### config.mk
export PLATFORM = sky130hd
export DESIGN_NAME = vga_timing_gen
export DESIGN_NICKNAME = d
export VERILOG_FILES = /design/src/rtl/vga_timing_gen.sv
export SDC_FILE = /design/constraint.sdc
export NUM_CORES = 1
export LEC_CHECK = 0
export ABC_AREA = 0
export CAP_MARGIN = 5
export CORE_AREA = 2 2 61 63
export DETAILED_ROUTE_END_ITERATION = 10
export DIE_AREA = 0 0 63 65
export HOLD_SLACK_MARGIN = 0.02
export MAX_ROUTING_LAYER = met4
export PLACE_DENSITY = 0.71
export RECOVER_POWER = 25
export SKIP_CTS_REPAIR_TIMING = 1
export SLEW_MARGIN = 40
export SYNTH_ARGS = -nofsm -noshare
export SYNTH_HDL_FRONTEND = slang
export SYNTH_SLANG_ARGS = --single-unit
### constraint.sdc
create_clock -name clk -period 3.4 [get_ports clk]
set_clock_uncertainty 0.15 [all_clocks]
set_input_delay 0.51 -clock clk [delete_from_list [all_inputs] [get_ports clk]]
set_output_delay 0.51 -clock clk [all_outputs]
set_load 0.1 [all_outputs]
### src/rtl/vga_timing_gen.sv
// Parametrised VGA raster timing generator: pixel tick, syncs, video_on,
// raster position and line/frame strobes, with a freeze enable.
// Ports: clk, reset (async, active-high), en (1 = run, 0 = freeze)
//   p_tick      pixel strobe, 1 clk wide, once per CLK_DIV clks
//   hsync/vsync sync pulses, active level SYNC_POL
//   video_on    1 inside the visible area
//   pixel_x/y   current column/row
//   line_start  1 for the first clk of each line
//   frame_start 1 for the first clk of each frame
module vga_timing_gen #(
  parameter int CLK_DIV   = 4,
  parameter int H_DISPLAY = 640,
  parameter int H_FP      = 16,
  parameter int H_SYNC    = 96,
  parameter int H_BP      = 48,
  parameter int V_DISPLAY = 480,
  parameter int V_FP      = 10,
  parameter int V_SYNC    = 2,
  parameter int V_BP      = 33,
  parameter int SYNC_POL  = 0,
  parameter int CNT_W     = 10
) (
  input  logic             clk,
  input  logic             reset,
  input  logic             en,
  output logic             p_tick,
  output logic             hsync,
  output logic             vsync,
  output logic             video_on,
  output logic [CNT_W-1:0] pixel_x,
  output logic [CNT_W-1:0] pixel_y,
  output logic             line_start,
  output logic             frame_start
);

  localparam int H_TOTAL = H_DISPLAY + H_FP + H_SYNC + H_BP;
  localparam int V_TOTAL = V_DISPLAY + V_FP + V_SYNC + V_BP;
  localparam int DIV_W   = (CLK_DIV > 1) ? $clog2(CLK_DIV) : 1;

  localparam logic [DIV_W-1:0] DIV_MAX = DIV_W'(CLK_DIV - 1);

  localparam logic [CNT_W-1:0] X_MAX  = CNT_W'(H_TOTAL - 1);
  localparam logic [CNT_W-1:0] Y_MAX  = CNT_W'(V_TOTAL - 1);
  localparam logic [CNT_W-1:0] X_VIS  = CNT_W'(H_DISPLAY);
  localparam logic [CNT_W-1:0] Y_VIS  = CNT_W'(V_DISPLAY);
  localparam logic [CNT_W-1:0] HS_BEG = CNT_W'(H_DISPLAY + H_FP);
  localparam logic [CNT_W-1:0] HS_END = CNT_W'(H_DISPLAY + H_FP + H_SYNC - 1);
  localparam logic [CNT_W-1:0] VS_BEG = CNT_W'(V_DISPLAY + V_FP);
  localparam logic [CNT_W-1:0] VS_END = CNT_W'(V_DISPLAY + V_FP + V_SYNC - 1);

  localparam logic ACT = (SYNC_POL != 0);

  logic [DIV_W-1:0] div;
  logic [CNT_W-1:0] x_nxt;
  logic [CNT_W-1:0] y_nxt;
  logic             hs_nxt;
  logic             vs_nxt;
  logic             vo_nxt;
  logic             ls_q;
  logic             fs_q;

  assign p_tick = en & (div == DIV_MAX);

  // Next raster position; decodes use it so they line up with the counters.
  always_comb begin
    x_nxt = pixel_x;
    y_nxt = pixel_y;
    if (p_tick) begin
      if (pixel_x == X_MAX) begin
        x_nxt = '0;
        y_nxt = (pixel_y == Y_MAX) ? '0 : pixel_y + 1'b1;
      end else begin
        x_nxt = pixel_x + 1'b1;
      end
    end
    hs_nxt = (x_nxt >= HS_BEG && x_nxt <= HS_END) ? ACT : ~ACT;
    vs_nxt = (y_nxt >= VS_BEG && y_nxt <= VS_END) ? ACT : ~ACT;
    vo_nxt = (x_nxt < X_VIS) && (y_nxt < Y_VIS);
  end

  // Reset parks the raster on the last pixel so the first tick enters (0,0).
  always_ff @(posedge clk or posedge reset) begin
    if (reset) begin
      div      <= '0;
      pixel_x  <= X_MAX;
      pixel_y  <= Y_MAX;
      hsync    <= ~ACT;
      vsync    <= ~ACT;
      video_on <= 1'b0;
      ls_q     <= 1'b0;
      fs_q     <= 1'b0;
    end else begin
      if (en) begin
        div <= (div == DIV_MAX) ? '0 : div + 1'b1;
      end
      pixel_x  <= x_nxt;
      pixel_y  <= y_nxt;
      hsync    <= hs_nxt;
      vsync    <= vs_nxt;
      video_on <= vo_nxt;
      ls_q     <= p_tick && (x_nxt == '0);
      fs_q     <= p_tick && (x_nxt == '0) && (y_nxt == '0);
    end
  end

  // Strobes are suppressed while frozen.
  assign line_start  = ls_q & en;
  assign frame_start = fs_q & en;

endmodule

==> results by group <==
Critical path
  – Crit path max fanout: 8
  – Worst flop-to-flop path startpoint: pixel_x[0]
  – Worst Path Buf+Inv: 0
  – Crit path max-delay cell type: or4_4
  – FF-to-FF End: video_on
  – R2R Setup Slk: 560 ps
  – CP required: 3480 ps
  – Startpoint types: flop
  – R2R cell count: 7
  – CP Class: flop to flop
  – Type of element capturing the critical path: flop
  – Crit path capture: video_on
  – Largest delay contributor family on the critical path: simple AND/OR/NAND/NOR gates
  – CP Depth: 7
  – Critical path startpoint: pixel_x[0]
  – CP cell instances: ha_1 -> nand2_1 -> or4_4 -> or3_4 -> a221oi_2 -> nand4_1 -> nor3b_1
  – Slowest stage delay, CP: 630 ps
  – CP arrival: 2930 ps

STA
  – Headroom to the max-slew limit: 33.0%
  – Final slew viol count: 0
  – Tcrit/Tclk final: 83.6%
  – Final Hold Viols: 0
  – Fmax: 352 MHz
  – Final setup violation count: 0
  – Unrepaired setup endpoints after global routing: no
  – Worst-Margin Slew: 1000 ps
  – Tmin final: 2840 ps
  – Fin Setup TNS: 0 ps

Cells and area
  – Fin nets: 216
  – Area Overhead vs Synth: 15.0%
  – Inserted Diodes: 0
  – # fillers: 339
  – Layout cells sized above 1: 24.5%
  – Finished Layout Cells: 256

Clock tree
  – CTS clk-pin slew, worst paths: 150 ps
  – TritonCTS clock tree: built
  – Worst skew pair latency: 320 ps
  – Root buffer cell: clkbuf_4
  – Clock buffer depth: 2
  – H-tree Lvls: 1
  – CTS Buf Count: 3
  – CTS sink count: 27

Drt
  – Final WL: 3780 µm
  – Final ANT Viol Nets: 0
  – Vias/cell: 5.69
  – Via count: 1456
  – Residual DRC count: 0
  – Per-cell routed wire length: 14.8 µm
  – 1st-iter DRT viols: 109
  – DRT Pass-1 Iters: 4

Placed design
  – # port buffers: 28
  – Dpl cells: 252
  – Final HPWL DP: 2820 µm
  – Gpl congestion: 0.900

Die
  – Initial Utilization: 47.5%
  – Die ar.: 4100 µm²
  – Die Span X: 63 µm
  – Core area: 3500 µm²
  – I/O Pins: 29
  – Vert. Die Dim: 65 µm
  – Rows: 22

Global route
  – First-pass GRT wire length: 6420 µm
  – Vias in the first global route: 1423
  – Overflow after GRT: 0
  – Largest net degree at the start of global routing: 28
  – Total global-route track usage: 20.3%
  – Initial antenna violation count: 0

Synth
  – Post-synthesis net count: 193
  – Yosys top cell area share: 22.6%
  – Synth area leaders: dfrtp_1 23%, dfstp_2 19%, nand2_1 5.2%
  – Most used DFF post-synth: dfrtp_1
  – Leading area contributor after synthesis: dfrtp_1
  – Most frequent cell after synthesis: nand2_1
  – Syn avg cell area: 8.92 µm²
  – Syn Inst Count: 186
  – Synth async-reset ratio: 100%
  – Synth Warn #: 0
  – Synth unique cells: 47
  – Post-synthesis register bit count: 27
  – Sequential area share after synthesis: 41.6%
  – EDFF count, synth: 0
  – Synthesized area: 1660 µm²
  – Synth cell count leaders: 23 x nand2_1, 15 x dfrtp_1, 12 x dfstp_2, 11 x nor2_1, 11 x o21ai_0

Pwr
  – Peak supply drop: 168 µV
  – Leak pwr: 0.861 nW
  – Overall power: 952 µW
  – PwrDens: 499 nW/µm²

Run status
  – Outcome: finished clean

Flow run
  – Total of max-cap violations: 0

Min path
  – Hold Path Class: flop to flop
-- per-layer routing --
| metal | part of all wire, % | track usage (%) |
|---|---|---|
| met3 | 3.1 | 2.26 |
| met4 | 1.9 | 8.06 |
| met5 | 0 | - |
| met1 | 44 | 24.6 |
| met2 | 51 | 34.7 |
-- through the flow --
| stage | instance area (µm²) | hold slack [ps] | setup slack [ps] | util (%) |
|---|---|---|---|---|
| global placement | 1880 | 346 | 396 | 53.9 |
| floorplan | 1660 | 335 | 283 | - |
| global route | 1910 | 416 | 391 | 54.6 |
| CTS | 1910 | 379 | 555 | 54.6 |
| detailed placement | 1880 | 357 | 339 | 53.7 |
| finish | 1910 | 379 | 557 | 54.6 |
-- cell families (layout without fill, tap and decap cells) --
kind of cell | count (synthesis) | in the layout | share of synthesized area (%)
AOI/OAI and AO/OA | 34 | 34 | 13.0
xor gates and xnor gates | 8 | 8 | 4.22
adders and majority gates | 4 | 4 | 3.02
buffers and inverters | 19 | 41 | 5.73
DFF | 27 | 27 | 41.6
muxes | 3 | 3 | 1.96
and+or+nand+nor | 91 | 91 | 30.4
-- state kept, by name (all words and copies together), names as in the netlist --
register,cells
div,2
fs_q,1
hsync,1
ls_q,1
pixel_x,10
pixel_y,10
video_on,1
vsync,1
-- report_power, final --
part | internal [mW] | switching (mW) | leakage (nW) | total, mW
logic | 0.102 | 0.283 | 0.522 | 0.385
clock network | 0.0450 | 0.0951 | 0.0139 | 0.140
registers | 0.376 | 0.0505 | 0.325 | 0.427
total | 0.523 | 0.429 | 0.861 | 0.952
-- layout by cell type (no fill, tap or decap), types with 3 or more instances in the layout --
| cell | synthesis | routed |
|---|---|---|
| a21oi_1 | 8 | 8 |
| and3_1 | 7 | 7 |
| and4_1 | 3 | 3 |
| buf_4 | 0 | 27 |
| clkbuf_4 | 0 | 3 |
| dfrtp_1 | 15 | 15 |
| dfstp_2 | 12 | 12 |
| ha_1 | 4 | 4 |
| inv_1 | 7 | 7 |
| nand2_1 | 23 | 23 |
| nand3_1 | 8 | 8 |
| nand4_1 | 7 | 7 |
| nor2_1 | 11 | 11 |
| nor3_1 | 10 | 10 |
| nor3b_1 | 3 | 3 |
| nor4_1 | 3 | 3 |
| o21ai_0 | 11 | 11 |
| xnor2_1 | 4 | 4 |
| xor2_1 | 4 | 4 |
-- area by class of cell --
cell class	instances	area [µm²]	share of cell area, %
well taps	48	60.1	3.15
clock inverters	1	7.51	0.393
repair buffers	30	228	11.9
inverters	7	26.3	1.38
multi-input cells	140	873	45.8
flip-flops and latches	27	691	36.2
clock buffers	3	22.5	1.18
-- worst min-delay path, cell delays in order (launching register included) --
cell     delay (ps)
dfstp_2         420
nand2_1          50
o21ai_0          70
-- worst min path at each step --
| stage | endpoint | from | slack, ps | cells after the start |
|---|---|---|---|---|
| after floorplan | div[1] | div[1] | 330 | 1 |
| after global placement | div[1] | div[1] | 350 | 1 |
| after detailed placement | pixel_x[1] | pixel_x[1] | 360 | 2 |
| after CTS | pixel_x[1] | pixel_x[1] | 380 | 2 |
| after global routing | pixel_x[2] | pixel_x[2] | 420 | 1 |
| final | pixel_x[1] | pixel_x[1] | 380 | 2 |
Note: power is estimated with default switching activity, not from simulation.
